--- config.mk ---
export PLATFORM = sky130hd
export DESIGN_NAME = nanorv32_ahb_console
export DESIGN_NICKNAME = d
export VERILOG_FILES = /design/src/rtl/nanorv32_ahb_console.sv
export SDC_FILE = /design/constraint.sdc
export NUM_CORES = 1
export LEC_CHECK = 0
export BUFFER_PORTS_ARGS = -buffer_cell sky130_fd_sc_hd__buf_2
export CAP_MARGIN = 30
export CORE_MARGIN = 2
export CORE_UTILIZATION = 51
export CTS_CLUSTER_DIAMETER = 60
export DETAILED_ROUTE_END_ITERATION = 16
export PLACE_DENSITY = 0.77
export SETUP_SLACK_MARGIN = 0.3
export SKIP_CTS_REPAIR_TIMING = 1
export SYNTH_ARGS = -nofsm -noshare
export SYNTH_HDL_FRONTEND = slang
export SYNTH_SLANG_ARGS = --single-unit
export TNS_END_PERCENT = 30
--- constraint.sdc ---
create_clock -name clk -period 2.62 [get_ports clk]
set_input_delay 0.131 -clock clk [delete_from_list [all_inputs] [get_ports clk]]
set_output_delay 0.131 -clock clk [all_outputs]
set_load 0.1 [all_outputs]
--- src/rtl/nanorv32_ahb_console.sv ---
// AHB-Lite console/mailbox target: TXDATA pushes bytes into a FIFO that drains to a
// valid/ready byte stream; RESULT latches a one-shot pass/fail code for the host.
module nanorv32_ahb_console #(
   parameter int unsigned FIFO_DEPTH = 16,
   parameter logic [31:0] PASS_CODE  = 32'hCAFFE000,
   parameter logic [31:0] FAIL_CODE  = 32'hDEADD000
) (
   input  logic        clk,
   input  logic        rst,
   input  logic        hsel,
   input  logic [3:0]  haddr,
   input  logic [1:0]  htrans,
   input  logic        hwrite,
   input  logic [2:0]  hsize,
   input  logic [31:0] hwdata,
   input  logic        hreadyin,
   output logic [31:0] hrdata,
   output logic        hreadyout,
   output logic        hresp,
   output logic        char_valid,
   output logic [7:0]  char_data,
   input  logic        char_ready,
   output logic        char_eol,
   output logic        test_done,
   output logic        test_pass,
   output logic        test_fail,
   output logic [31:0] test_code
);

   localparam int unsigned AW = $clog2(FIFO_DEPTH);
   localparam logic [AW:0] PTR_ONE = {{AW{1'b0}}, 1'b1};

   localparam logic [1:0] REG_TX     = 2'd0;
   localparam logic [1:0] REG_STATUS = 2'd1;
   localparam logic [1:0] REG_RESULT = 2'd2;
   localparam logic [1:0] REG_NONE   = 2'd3;

   // Data-phase tracker: DATA = mapped register pending, ERR1/ERR2 = two-cycle ERROR.
   typedef enum logic [1:0] {S_IDLE, S_DATA, S_ERR1, S_ERR2} state_t;

   state_t      state, state_next;
   logic [1:0]  dp_addr;
   logic        dp_write;

   logic [7:0]  mem [FIFO_DEPTH];
   logic [AW:0] wr_ptr, rd_ptr;
   logic [AW:0] fill;
   logic [7:0]  level;
   logic        empty, full, pop, push, accept, result_wr;

   logic        eol_q, done_q, pass_q, fail_q;
   logic [31:0] code_q;

   logic        unused_ok;
   assign unused_ok = ^{hsize, haddr[1:0], htrans[0]};

   assign empty  = (wr_ptr == rd_ptr);
   assign full   = (wr_ptr[AW] != rd_ptr[AW]) && (wr_ptr[AW-1:0] == rd_ptr[AW-1:0]);
   assign fill   = wr_ptr - rd_ptr;
   assign level  = 8'(fill);
   assign accept = hsel & hreadyin & htrans[1];

   assign char_valid = !empty;
   assign char_data  = empty ? 8'h00 : mem[rd_ptr[AW-1:0]];
   assign pop        = char_valid & char_ready;
   assign char_eol   = eol_q;

   assign test_done = done_q;
   assign test_pass = pass_q;
   assign test_fail = fail_q;
   assign test_code = code_q;

   always_comb begin
      state_next = state;
      hreadyout  = 1'b1;
      hresp      = 1'b0;
      hrdata     = 32'h0;
      push       = 1'b0;
      result_wr  = 1'b0;
      case (state)
         S_DATA: begin
            if (dp_write) begin
               case (dp_addr)
                  REG_TX: begin
                     // A same-cycle pop frees the slot, so a full FIFO need not stall.
                     if (full && !pop) hreadyout = 1'b0;
                     else              push      = 1'b1;
                  end
                  REG_RESULT: result_wr = !done_q;
                  default: ;
               endcase
            end else begin
               case (dp_addr)
                  REG_STATUS: hrdata = {16'h0, level, 6'b0, full, empty};
                  REG_RESULT: hrdata = code_q;
                  default:    hrdata = 32'h0;
               endcase
            end
         end
         S_ERR1: begin
            hreadyout  = 1'b0;
            hresp      = 1'b1;
            state_next = S_ERR2;
         end
         S_ERR2: hresp = 1'b1;
         default: ;
      endcase
      if (hreadyout) begin
         if (accept) state_next = (haddr[3:2] == REG_NONE) ? S_ERR1 : S_DATA;
         else        state_next = S_IDLE;
      end
   end

   always_ff @(posedge clk) begin
      if (rst) begin
         state    <= S_IDLE;
         dp_addr  <= 2'd0;
         dp_write <= 1'b0;
         wr_ptr   <= '0;
         rd_ptr   <= '0;
         eol_q    <= 1'b0;
         done_q   <= 1'b0;
         pass_q   <= 1'b0;
         fail_q   <= 1'b0;
         code_q   <= 32'h0;
      end else begin
         state <= state_next;
         if (hreadyout && accept) begin
            dp_addr  <= haddr[3:2];
            dp_write <= hwrite;
         end
         if (push) wr_ptr <= wr_ptr + PTR_ONE;
         if (pop)  rd_ptr <= rd_ptr + PTR_ONE;
         eol_q <= pop && (char_data == 8'h0A);
         if (result_wr) begin
            done_q <= 1'b1;
            code_q <= hwdata;
            pass_q <= (hwdata == PASS_CODE);
            fail_q <= (hwdata == FAIL_CODE);
         end
      end
   end

   always_ff @(posedge clk) begin
      if (push && !rst) mem[wr_ptr[AW-1:0]] <= hwdata[7:0];
   end

endmodule

======== After elaboration in Yosys (flattened, before gate mapping) ========
Memories as Yosys holds them, arrays and structs flattened. A register that Yosys moved wholly into a read port is not among the register bits.
Cells that the tools add are included.
word-level totals
  register bits after elaboration ......... 51
  latch bits .............................. 0
  memory bits (writable) .................. 128
  memory bits (read-only) ................. 0
  input bits .............................. 47
  output and inout bits ................... 79
  memories ................................ 1
operators by class
  add/sub/neg operators ................... 3
  multiply operators ...................... 0
  div/mod/pow operators ................... 0
  order comparisons ....................... 0
  equality and inequality tests ........... 12
  shift operators ......................... 0
  muxes and demuxes ....................... 23
  bitwise operators ....................... 3
  reductions and logical operators ........ 12
memory list
  name  words  bits a word  read ports  clocked after Yosys merged registers in  write ports  RTL line  text
  mem   16     8            1           1                                        1            45        logic [7:0] mem [FIFO_DEPTH];
operator list
  operator                                             number
  equality test 32 bit, second input constant          2
  2-to-1 mux 32 bit                                    2
  case mux 32 bit (2 select lines)                     1
  2-to-1 mux 1 bit                                     12
  adder 5 x 1 -> 5 bit, second input constant          2
  equality test 2 bit, second input constant           4
  equality test 8 x 4 -> 1 bit, second input constant  1
  2-to-1 mux 2 bit                                     4
  2-to-1 mux 4 bit                                     2
  2-to-1 mux 8 bit                                     1
  equality test 5 bit                                  1
  logical AND 1 bit                                    5
  subtractor 5 bit                                     1
  equality test 2 x 1 -> 1 bit, second input constant  2
  equality test 4 bit                                  1
  zero test 1 bit                                      4
  bitwise AND 1 bit                                    3
  zero test 2 bit                                      1
  case mux 1 bit (2 select lines)                      1
  nonzero test 2 bit                                   1
  OR reduction 2 bit                                   1
  != test 1 bit                                        1

======== Logic depth before layout (Yosys ltp) ========
  depth in word-level cells ............... 12
  gate-level depth with buffers ........... 9
  depth with buffers taken out ............ 9

======== Worst setup path after synthesis ========
No wires, ideal clock.
  kind .................................... register to output
  start point ............................. register wr_ptr[0]
  end point ............................... output port char_data[4]
  arrival ................................. 3.472 ns
  data required time ...................... 2.489 ns
  slack ................................... -0.983 ns
  stages on the path, launching flop included .. 7
  buffers on the path ..................... 1
  path through ............................ dfxtp_1 inv_1 ha_1 nand4_1 nor2_1 clkbuf_1 o31ai_1
on the way
  word-level cells in the longest chain between the ends .. 2
ends and longest elaborated chain
  item                    RTL line  text
  from (decl)             46        logic [AW:0] wr_ptr, rd_ptr;
  from (signal assigned)  132       if (push) wr_ptr <= wr_ptr + PTR_ONE;
  equality test 5 bit     57        assign empty = (wr_ptr == rd_ptr);
  2-to-1 mux 8 bit        64        assign char_data = empty ? 8'h00 : mem[rd_ptr[AW-1:0]];
  to (decl)               21        output logic [7:0] char_data,
No other way between the ends.

==> flow_metrics.env <==
export IMPL_num_fill_cells=924
export IMPL_drive_gt1_frac=0.372
export IMPL_worst_setup_hold_path_clk_slew_ps=60
export IMPL_floorplan_die_height_um=127
export IMPL_ff2ff_setup_slack_ps=340
export IMPL_min_path_type="in -> reg"
export IMPL_async_flop_share=0
export IMPL_floorplan_die_area_mm2=0.0161
export IMPL_global_placer_s_final_weighted_congestion=0.884
export IMPL_critPathCaptureType="output pin"
export IMPL_drt_first_pass_iters=5
export IMPL_totalPowerFinal_w=0.00585
export IMPL_total_switching_power_w=0.00113
export IMPL_num_cts_buffers=17
export IMPL_crit_path_max_incr_delay_ps=530
export IMPL_dominantRegCellSynth="sky130_fd_sc_hd__edfxtp_1"
export IMPL_fin_ws_ps=154
export IMPL_wl_per_cell_um=20.9
export IMPL_yosysSeqAreaShare=0.643
export IMPL_worst_path_max_fanout=6
export IMPL_cap_violations=0
export IMPL_post_route_minimum_period_ps=2470
export IMPL_worst_ep_arrival_time_ps=2340
export IMPL_multi_input_gate_area_mm2=0.00278
export IMPL_grt_first_pass_wirelength_mm=29.1
export IMPL_net_switching_fraction_of_the_power=0.193
export IMPL_yosysUniqueCellTypes=50
export IMPL_cp_required_ps=2490
export IMPL_synthesized_instance_count=584
export IMPL_remaining_drc_errors=0
export IMPL_timing_setup_critical_path_class="reg -> out"
export IMPL_timing_critical_path_slowest_stage_cell="sky130_fd_sc_hd__mux4_2"
export IMPL_total_gr_overflow=0
export IMPL_cells_traversed_along_the_worst_timing_path="buf_6 -> mux4_2 -> a22o_1 -> a221oi_2 -> nor2_1 -> buf_4"
export IMPL_placement_cell_area_mm2=0.00910
export IMPL_num_antenna_cells=0
export IMPL_cellLeakagePower_nw=3.73
export IMPL_postSynthRegisterBits=183
export IMPL_finalCritPeriodShare=0.941
export IMPL_violations="negative hold slack"
export IMPL_viasPerCell=5.75
export IMPL_cts_max_level=4
export IMPL_hold_ws_ps=-6.70
export IMPL_max_slew_margin=0.616
export IMPL_sequentialPowerShare=0.528
export IMPL_number_of_input_and_output_port_buffers_inserted=119
export IMPL_routed_wirelength_mm=20.3
export IMPL_p_int_w=0.00472
export IMPL_synthesis_area_per_instance_um2=13.2
export IMPL_critPathBufInv=2
export IMPL_worstSkewPairLatency_ps=430
export IMPL_layout_area_seq_mm2=0.00496
export IMPL_finalNetCount=833
export IMPL_max_clock_path_buffers=2
export IMPL_peakVddDrop_mv=0.613
export IMPL_half_perimeter_wire_length_after_placement_mm=12.6
export IMPL_timing_critical_path_from_type="flop"
export IMPL_tritoncts="yes"
export IMPL_setup_viol=0
export IMPL_first_iter_violations=446
export IMPL_grt_pass1_vias=5396
export IMPL_syn_nets=644
export IMPL_cts_root_buffer="sky130_fd_sc_hd__clkbuf_16"
export IMPL_clkSinkCount=183
export IMPL_maxSlewViolCount=0
export IMPL_syn_to_final_growth_pct=36.2
export IMPL_grt_max_degree=53
export IMPL_core_rowCount=44
export IMPL_place_worst_setup_slack_ps=167
export IMPL_fin_tns_setup_ps=0
export IMPL_floorplan_initialDensity=0.525
export IMPL_grt_setup_unrepaired="true"
export IMPL_pwr_density_cell_mw_per_mm2=558
export IMPL_number_of_vias_after_detailed_routing=5580
export IMPL_maxClockFrequency_mhz=405
export IMPL_fin_worst_skew_ps=16.9
export IMPL_core_area_mm2=0.0146
export IMPL_finalHoldViolations=1
export IMPL_layout_cell_area_non_filler_mm2=0.0105
export IMPL_synth_warnings=0
export IMPL_synth_edf_count=128
export IMPL_global_route_usage_total=0.239
export IMPL_syn_cell_area_mm2=0.00769
export IMPL_critical_path_top_delay_family="multiplexers"
export IMPL_max_slew_worst_pin_slew_ps=572
export IMPL_pin_count=126
export IMPL_die_w_um=127
export IMPL_number_of_antenna_violations_at_the_first_check_in_global_routing=0
export IMPL_pwr_share_comb=0.030
export IMPL_run_status="finished with violations"
export IMPL_detail_route_antenna_nets=0
export IMPL_clock_power_share=0.442
==> power by group through the flow <==
stage / clock (W) / combinational, W / sequential (W)
3_5_place_dp: 0 / 0.000130 / 0.00316
2_1_floorplan: 0 / 0.0000490 / 0.00316
3_3_place_gp: 0 / 0.000125 / 0.00316
4_1_cts: 0.00261 / 0.000131 / 0.00309
6_report: 0.00258 / 0.000175 / 0.00309
5_1_grt: 0.00272 / 0.000187 / 0.00309
==> state kept, by name (all words and copies together) (netlist names), 2 cells and up, named ones only <==
name	cells
rd_ptr	5
mem	128
wr_ptr	5
dp_addr	2
test_code	32
state	2
==> final timing paths <==
path                   start            end  depth (start not counted)
setup reg to reg   rd_ptr[2]     mem[13][3]                          8
hold / removal    hwdata[17]  test_code[17]                          3
hold reg to reg    test_pass      test_pass                          2
setup / recovery        flop   char_data[5]                          6
==> metal layers <==
metal  vias up  part of all wire  GRT usage
met2       292              0.50      0.382
met3        41             0.087     0.0650
met1      2731              0.39      0.321
met5         -                 0          0
li1       2516                 -          -
met4         0             0.024     0.0776
==> cells by family (layout without fill, tap and decap cells) <==
| group | Yosys count | count (layout) | synth area share |
|---|---|---|---|
| xor gates and xnor gates | 11 | 11 | 0.0125 |
| adders and majority gates | 13 | 13 | 0.0221 |
| and+or+nand+nor | 217 | 217 | 0.135 |
| AOI/OAI and AO/OA | 73 | 73 | 0.0600 |
| buffers and inverters | 43 | 245 | 0.0273 |
| DFF | 183 | 183 | 0.643 |
| muxes | 44 | 44 | 0.101 |
==> cell type report <==
cell class              count  area share
clock buffers              26      0.0532
clock inverters             6     0.00538
inverters                  12     0.00454
multi-input cells         358       0.265
flip-flops and latches    183       0.474
well taps                 184      0.0220
repair buffers            201       0.176
==> cell usage after synthesis (all sizes together) (8+ instances only) <==
master  instances  area share
edfxtp        128        0.50
ha             12       0.020
inv            12      0.0059
nor2b          10      0.0081
mux4           26       0.076
nand2          81       0.040
mux2i          12       0.016
nand3          11      0.0072
and2           28       0.023
clkbuf         23       0.011
nor3           11      0.0072
dfxtp          55        0.14
buf             8       0.010
nor2           49       0.025
a21oi          41       0.027
==> worst reg2reg max path: cells and delay by family (launching register included) <==
kind / cells / cell delay [ps]
buf+inv: 2 / 290
compound gates: 1 / 280
flops: 1 / 350
simple gates: 4 / 790
fa+ha+maj: 1 / 260
==> cells in the final DEF, fill, tap and decap left out, drive strengths merged, types with 6 or more instances in the layout <==
cell type | netlist | layout
buf | 8 | 174
edfxtp | 128 | 128
nand2 | 81 | 81
dfxtp | 55 | 55
nor2 | 49 | 49
a21oi | 41 | 41
and2 | 28 | 28
clkbuf | 23 | 27
mux4 | 26 | 26
dlygate4sd3 | 0 | 26
inv | 12 | 13
mux2i | 12 | 12
ha | 12 | 12
nand3 | 11 | 11
nor3 | 11 | 11
nor2b | 10 | 10
xnor2 | 6 | 6
a22o | 6 | 6
mux2 | 6 | 6
nor4 | 6 | 6
==> stage by stage <==
| stage | util | instances |
|---|---|---|
| final | 0.715 | 970 |
| after CTS | 0.664 | 921 |
| after detailed placement | 0.622 | 889 |
| after global routing | 0.715 | 970 |
| after global placement | 0.622 | 889 |
| after floorplan | - | 584 |
Power figures use the tool's default switching activity.
